[src/rtl/aig_bench_bist.sv]
// BIST harness for a combinational benchmark core: a Galois LFSR sources patterns,
// a MISR compacts the responses, and the final signature is compared with a golden value.
module aig_bench_bist #(
    parameter int               IN_W      = 14,
    parameter int               OUT_W     = 22,
    parameter logic [IN_W-1:0]  LFSR_POLY = 14'h002B,
    parameter logic [OUT_W-1:0] MISR_POLY = 22'h200001,
    parameter int               CNT_W     = 16,
    parameter int               LAT       = 1
) (
    input  logic             clk,
    input  logic             rst_n,
    input  logic             start,
    input  logic             abort,
    input  logic [IN_W-1:0]  seed,
    input  logic [CNT_W-1:0] num_patterns,
    input  logic [OUT_W-1:0] golden_sig,
    output logic [IN_W-1:0]  pat_o,
    output logic             pat_valid_o,
    input  logic [OUT_W-1:0] resp_i,
    output logic             busy,
    output logic             done,
    output logic             pass,
    output logic [OUT_W-1:0] signature
);
    localparam logic [1:0] S_IDLE  = 2'd0;
    localparam logic [1:0] S_RUN   = 2'd1;
    localparam logic [1:0] S_DRAIN = 2'd2;
    localparam logic [1:0] S_DONE  = 2'd3;

    logic [1:0]       r_state;
    logic [IN_W-1:0]  r_lfsr;
    logic [OUT_W-1:0] r_misr;
    logic [CNT_W-1:0] r_cnt;
    logic [CNT_W-1:0] r_num;
    logic             r_pass;
    logic             r_shown;
    logic             w_run;
    logic             w_last;
    logic             w_dvld;
    logic             w_pipe_empty;

    function automatic logic [IN_W-1:0] lfsr_step(input logic [IN_W-1:0] s);
        return {s[IN_W-2:0], 1'b0} ^ (s[IN_W-1] ? LFSR_POLY : '0);
    endfunction

    function automatic logic [OUT_W-1:0] misr_step(input logic [OUT_W-1:0] m,
                                                   input logic [OUT_W-1:0] r);
        return ({m[OUT_W-2:0], 1'b0} ^ (m[OUT_W-1] ? MISR_POLY : '0)) ^ r;
    endfunction

    assign w_run  = (r_state == S_RUN);
    assign w_last = (r_cnt == r_num - CNT_W'(1));

    // Valid delay line: marks the cycles in which resp_i belongs to a live pattern.
    generate
        if (LAT > 0) begin : g_vpipe
            logic [LAT-1:0] r_vpipe;
            always_ff @(posedge clk or negedge rst_n) begin
                if (!rst_n) begin
                    r_vpipe <= '0;
                end else if (abort) begin
                    r_vpipe <= '0;
                end else begin
                    r_vpipe[0] <= w_run;
                    for (int i = 1; i < LAT; i++) r_vpipe[i] <= r_vpipe[i-1];
                end
            end
            assign w_dvld       = r_vpipe[LAT-1];
            assign w_pipe_empty = ~|r_vpipe;
        end else begin : g_novpipe
            assign w_dvld       = w_run;
            assign w_pipe_empty = 1'b1;
        end
    endgenerate

    always_ff @(posedge clk or negedge rst_n) begin
        if (!rst_n) begin
            r_state <= S_IDLE;
            r_lfsr  <= IN_W'(1);
            r_misr  <= '0;
            r_cnt   <= '0;
            r_num   <= '0;
            r_pass  <= 1'b0;
            r_shown <= 1'b0;
        end else begin
            if (w_dvld && !abort) r_misr <= misr_step(r_misr, resp_i);
            if (abort) begin
                r_state <= S_IDLE;
                r_pass  <= 1'b0;
            end else begin
                case (r_state)
                    S_IDLE: begin
                        if (start) begin
                            r_lfsr  <= (seed != '0) ? seed : IN_W'(1);
                            r_misr  <= '0;
                            r_cnt   <= '0;
                            r_num   <= num_patterns;
                            r_pass  <= 1'b0;
                            r_shown <= 1'b1;
                            r_state <= (num_patterns != '0) ? S_RUN : S_DRAIN;
                        end
                    end
                    S_RUN: begin
                        r_cnt <= r_cnt + CNT_W'(1);
                        // The step after the last pattern is skipped so pat_o keeps it through DRAIN.
                        if (w_last) r_state <= S_DRAIN;
                        else        r_lfsr  <= lfsr_step(r_lfsr);
                    end
                    S_DRAIN: begin
                        if (w_pipe_empty) r_state <= S_DONE;
                    end
                    default: begin
                        r_pass  <= (r_misr == golden_sig);
                        r_state <= S_IDLE;
                    end
                endcase
            end
        end
    end

    assign pat_o       = r_shown ? r_lfsr : '0;
    assign pat_valid_o = w_run;
    assign busy        = (r_state == S_RUN) || (r_state == S_DRAIN);
    assign done        = (r_state == S_DONE);
    assign pass        = r_pass;
    assign signature   = r_misr;

endmodule

[config.mk]
export PLATFORM = sky130hd
export DESIGN_NAME = aig_bench_bist
export DESIGN_NICKNAME = d
export VERILOG_FILES = /design/src/rtl/aig_bench_bist.sv
export SDC_FILE = /design/constraint.sdc
export NUM_CORES = 1
export LEC_CHECK = 0
export CORE_ASPECT_RATIO = 0.8
export CORE_UTILIZATION = 45
export DETAILED_ROUTE_END_ITERATION = 10
export MAX_ROUTING_LAYER = met4
export PLACE_DENSITY = 0.9
export SKIP_CTS_REPAIR_TIMING = 1
export SLEW_MARGIN = 20
export SYNTH_ARGS = -nofsm -noshare
export SYNTH_HDL_FRONTEND = slang
export SYNTH_SLANG_ARGS = --single-unit
[constraint.sdc]
create_clock -name clk -period 3.05 [get_ports clk]
set_clock_uncertainty 0.1 [all_clocks]
set_input_delay 0.61 -clock clk [delete_from_list [all_inputs] [get_ports clk]]
set_output_delay 0.61 -clock clk [all_outputs]
set_load 0.05 [all_outputs]
==> key figures, run 1 <==
Clocking
  • TritonCTS buffer count: 9
  • Maximum level of the CTS H-tree: 3
  • Clock Pin Slew Worst Setup and Hold Paths: 0.06 ns
  • Clock insertion delay at the later pin of the skew report: 0.34 ns
  • Clock tree from TritonCTS: yes
  • TritonCTS Sinks: 73
  • Buffer cell driving the clock tree root: sky130_fd_sc_hd__clkbuf_16
  • Largest buffer count on any clock path: 2

Logic synthesis
  • Number of warnings reported in the yosys synthesis log: 0
  • Number of distinct library cells after synthesis: 53
  • Top post-synthesis cells by count: sky130_fd_sc_hd__dfrtp_1 (72), sky130_fd_sc_hd__nand2_1 (56), sky130_fd_sc_hd__nor2_1 (53)
  • Proportion of netlist area held by the largest area contributor: 40.1%
  • Mean Syn Cell Area: 9.56 um2
  • Share of flip-flops with an asynchronous set or reset: 100%
  • Cells taking the most area after synthesis: sky130_fd_sc_hd__dfrtp_1 (40%), sky130_fd_sc_hd__xnor2_1 (7.6%), sky130_fd_sc_hd__xor2_1 (7.4%)
  • FF+latch count, synth: 73
  • Net count after synthesis: 554
  • Proportion of synthesized chip area in sequential cells: 40.7%
  • Number of instances in the synthesized netlist: 470
  • Dominant register cell in the synthesized netlist: sky130_fd_sc_hd__dfrtp_1
  • Number of flops mapped to enable cells by yosys: 0
  • Post-synthesis instance area: 4490 um2
  • Cell taking the most area after synthesis: sky130_fd_sc_hd__dfrtp_1
  • Leading cell type by number of instances after synthesis: sky130_fd_sc_hd__dfrtp_1

Setup path
  • Launching instance or port of the critical path: r_num[3]$_DFFE_PN0P_
  • Reg-to-reg slack, setup: 0.15 ns
  • Maximum fanout count along the critical path: 14
  • Data required time at the worst endpoint: 3.17 ns
  • Kind of capture point of the worst setup path: flop
  • Category of the most critical setup path: flop to flop
  • Worst path max stage delay: 0.46 ns
  • Reg-to-Reg Start: r_num[3]$_DFFE_PN0P_
  • Worst path cell trace: nor4_4 -> buf_4 -> nand3b_1 -> nor3b_1 -> o31a_1 -> o22ai_2 -> nor3_2 -> a21boi_4 -> buf_12 -> mux2_2
  • FF-to-FF path depth: 10
  • Worst Setup Start Kind: flop
  • Endpoint arrival time on the critical path: 3.02 ns
  • Endpoint of the worst-slack reg-to-reg timing path: r_lfsr[13]$_DFFE_PN0P_
  • Cell with the largest stage delay on the worst path: sky130_fd_sc_hd__dfrtp_1
  • Capture point of the critical path: r_lfsr[13]$_DFFE_PN0P_

STA
  • Slew at the pin closest to its max-slew limit: 0.901 ns
  • Final max-slew violation count: 0
  • Final worst path period share: 95.1%
  • Normalized max-slew margin: 39.9%
  • Minimum clock period after layout: 2.90 ns
  • Achievable frequency: 0.345 GHz
  • Count of endpoints failing hold in the final timing report: 0
  • Number of endpoints failing setup at the final stage: 0

Power and ir drop
  • Worst IR Drop VDD: 0.676 mV
  • Leakage power: 2.57 nW
  • Power density over cell area: 1010 nW/um2
  • Total chip power: 6.20 mW

Placement
  • Number of cells after detailed placement: 708
  • Input/output buffers: 117
  • Detailed placer's ending HPWL: 8.84 mm
  • Weighted congestion reported at the end of routability-driven placement: 0.889
  • Cell area after placement: 5810 um2

Final layout
  • Diode insertion count for antenna repair: 0
  • Area added between synthesis and finish: 36.8%
  • Share of layout cells above drive strength 1: 11.0%
  • Post-Layout Cell Count: 727
  • Post-route standard cell area excluding fillers: 6150 um2
  • Layout Nets: 670

GRT
  • Maximum number of pins on one net before global-route repair: 74
  • Vias in the first global route: 3972
  • Number of antenna violations at the first check in global routing: 0
  • Global-route wire length before repair: 19.6 mm
  • Aggregate global-route resource usage: 25.0%
  • Total gr overflow: 0

Run status
  • Run status: completed

Drt
  • DRT iter0 DRCs: 275
  • Count of antenna-violating nets left after detailed routing: 0
  • Drt total wl: 12.2 mm
  • DRT Pass-1 Iters: 4
  • Routed WL per cell: 16.7 um
  • Post-route DRC: 0
  • Number of vias per cell after detailed routing: 5.41
  • Total number of vias: 3935

Floorplan
  • Core box area: 9690 um2
  • FP Rows: 32
  • Vertical die dimension: 91.4 um
  • Floorplan die area: 10400 um2
  • Floorplan die width: 114 um
  • I/O pin count: 118
  • Starting utilization of the core area: 46.4%

Min path
  • Class of the worst hold path: input port to async pin

Run
  • Number of maximum-capacitance violations: 0
-- routing by layer --
metal	wire (um)	global-route usage [%]	part of all wire, %
met1	5340	32.8	44
met2	5890	39.2	48
met3	743	5.34	6.1
met4	184	6.69	1.5
met5	0	-	0
-- worst max-delay path: cells and delay by family, from the launching register on --
kind,cells,cell delay (ns)
buffers and inverters,2,0.36
AND/OR/NAND/NOR,4,0.86
AO/OA/AOI/OAI,3,0.63
multiplexers,1,0.34
flip-flops,1,0.46
-- registers in the layout (all words and copies together), names as in the netlist --
signal / cells
g_vpipe.r_vpipe: 1
pass: 1
r_cnt: 16
r_lfsr: 14
r_num: 16
r_shown: 1
r_state: 2
signature: 22
-- cells in the final DEF, fill, tap and decap left out, drive strengths merged, types with 2 or more instances in the layout --
cell	instances
clkdlybuf4s50	115
dfrtp	72
nand2	56
nor2	53
xnor2	39
xor2	38
mux2	26
a211oi	21
and2	17
buf	15
clkbuf	12
nor3	11
nor4	11
nand4	10
o21ai	10
nand3	9
a21oi	8
nor2b	7
ha	6
inv	5
nand3b	4
nor3b	4
and3	4
nand2b	4
mux2i	4
and4	3
o211ai	3
or4	2
a21boi	2
clkinv	2
-- area by class of cell --
cell class	count	area [um2]
tap	136	170
inverter	5	18.8
fill	767	3540
timing repair buffer	130	1290
multi-input combinational	367	2540
sequential	73	1830
clock buffer	12	256
clock inverter	4	51.3
-- per-stage QoR --
| step | setup WS (ns) | util [%] | TNS (ns) | hold WS, ns |
|---|---|---|---|---|
| after CTS | 0.0873 | 63.2 | 0 | 0.345 |
| final | 0.151 | 63.5 | 0 | 0.310 |
| after global placement | 0.158 | 60.0 | 0 | 0.361 |
| after detailed placement | 0.119 | 60.0 | 0 | 0.403 |
| after floorplan | 0.175 | - | 0 | 0.214 |
| after global routing | -0.0578 | 63.5 | -0.163 | 0.395 |
-- power by group --
part | leakage (nW) | total [mW] | switching [mW] | internal [mW]
Clock | 0.149 | 1.08 | 0.406 | 0.678
Combinational | 1.48 | 3.33 | 1.89 | 1.44
Sequential | 0.937 | 1.78 | 0.468 | 1.31
-- cell families after synthesis --
kind of cell	synth area share, %
buffers and inverters	3.09
adder cells (fa/ha/maj)	1.67
AO/OA/AOI/OAI	8.91
flip-flops	40.7
AND/OR/NAND/NOR	22.4
XOR/XNOR	15.0
multiplexers	8.24
-- worst min path at each step --
stage	cells past startpoint	start	end
finish	1	rst_n	r_num[15]$_DFFE_PN0P_
global route	1	rst_n	r_num[13]$_DFFE_PN0P_
CTS	1	rst_n	r_num[15]$_DFFE_PN0P_
detailed placement	2	pass$_DFFE_PN0P_	pass$_DFFE_PN0P_
global placement	2	pass$_DFFE_PN0P_	pass$_DFFE_PN0P_
floorplan	0	rst_n	g_vpipe.r_vpipe$_DFF_PN0_
Power figures use the tool's default switching activity.
==> run 2: changes to the inputs <==
Settings changed: CTS_CLUSTER_DIAMETER set to 40.
==> results of run 2 <==
Same layout as run 1: the final DEF is identical, and so are final timing and power.
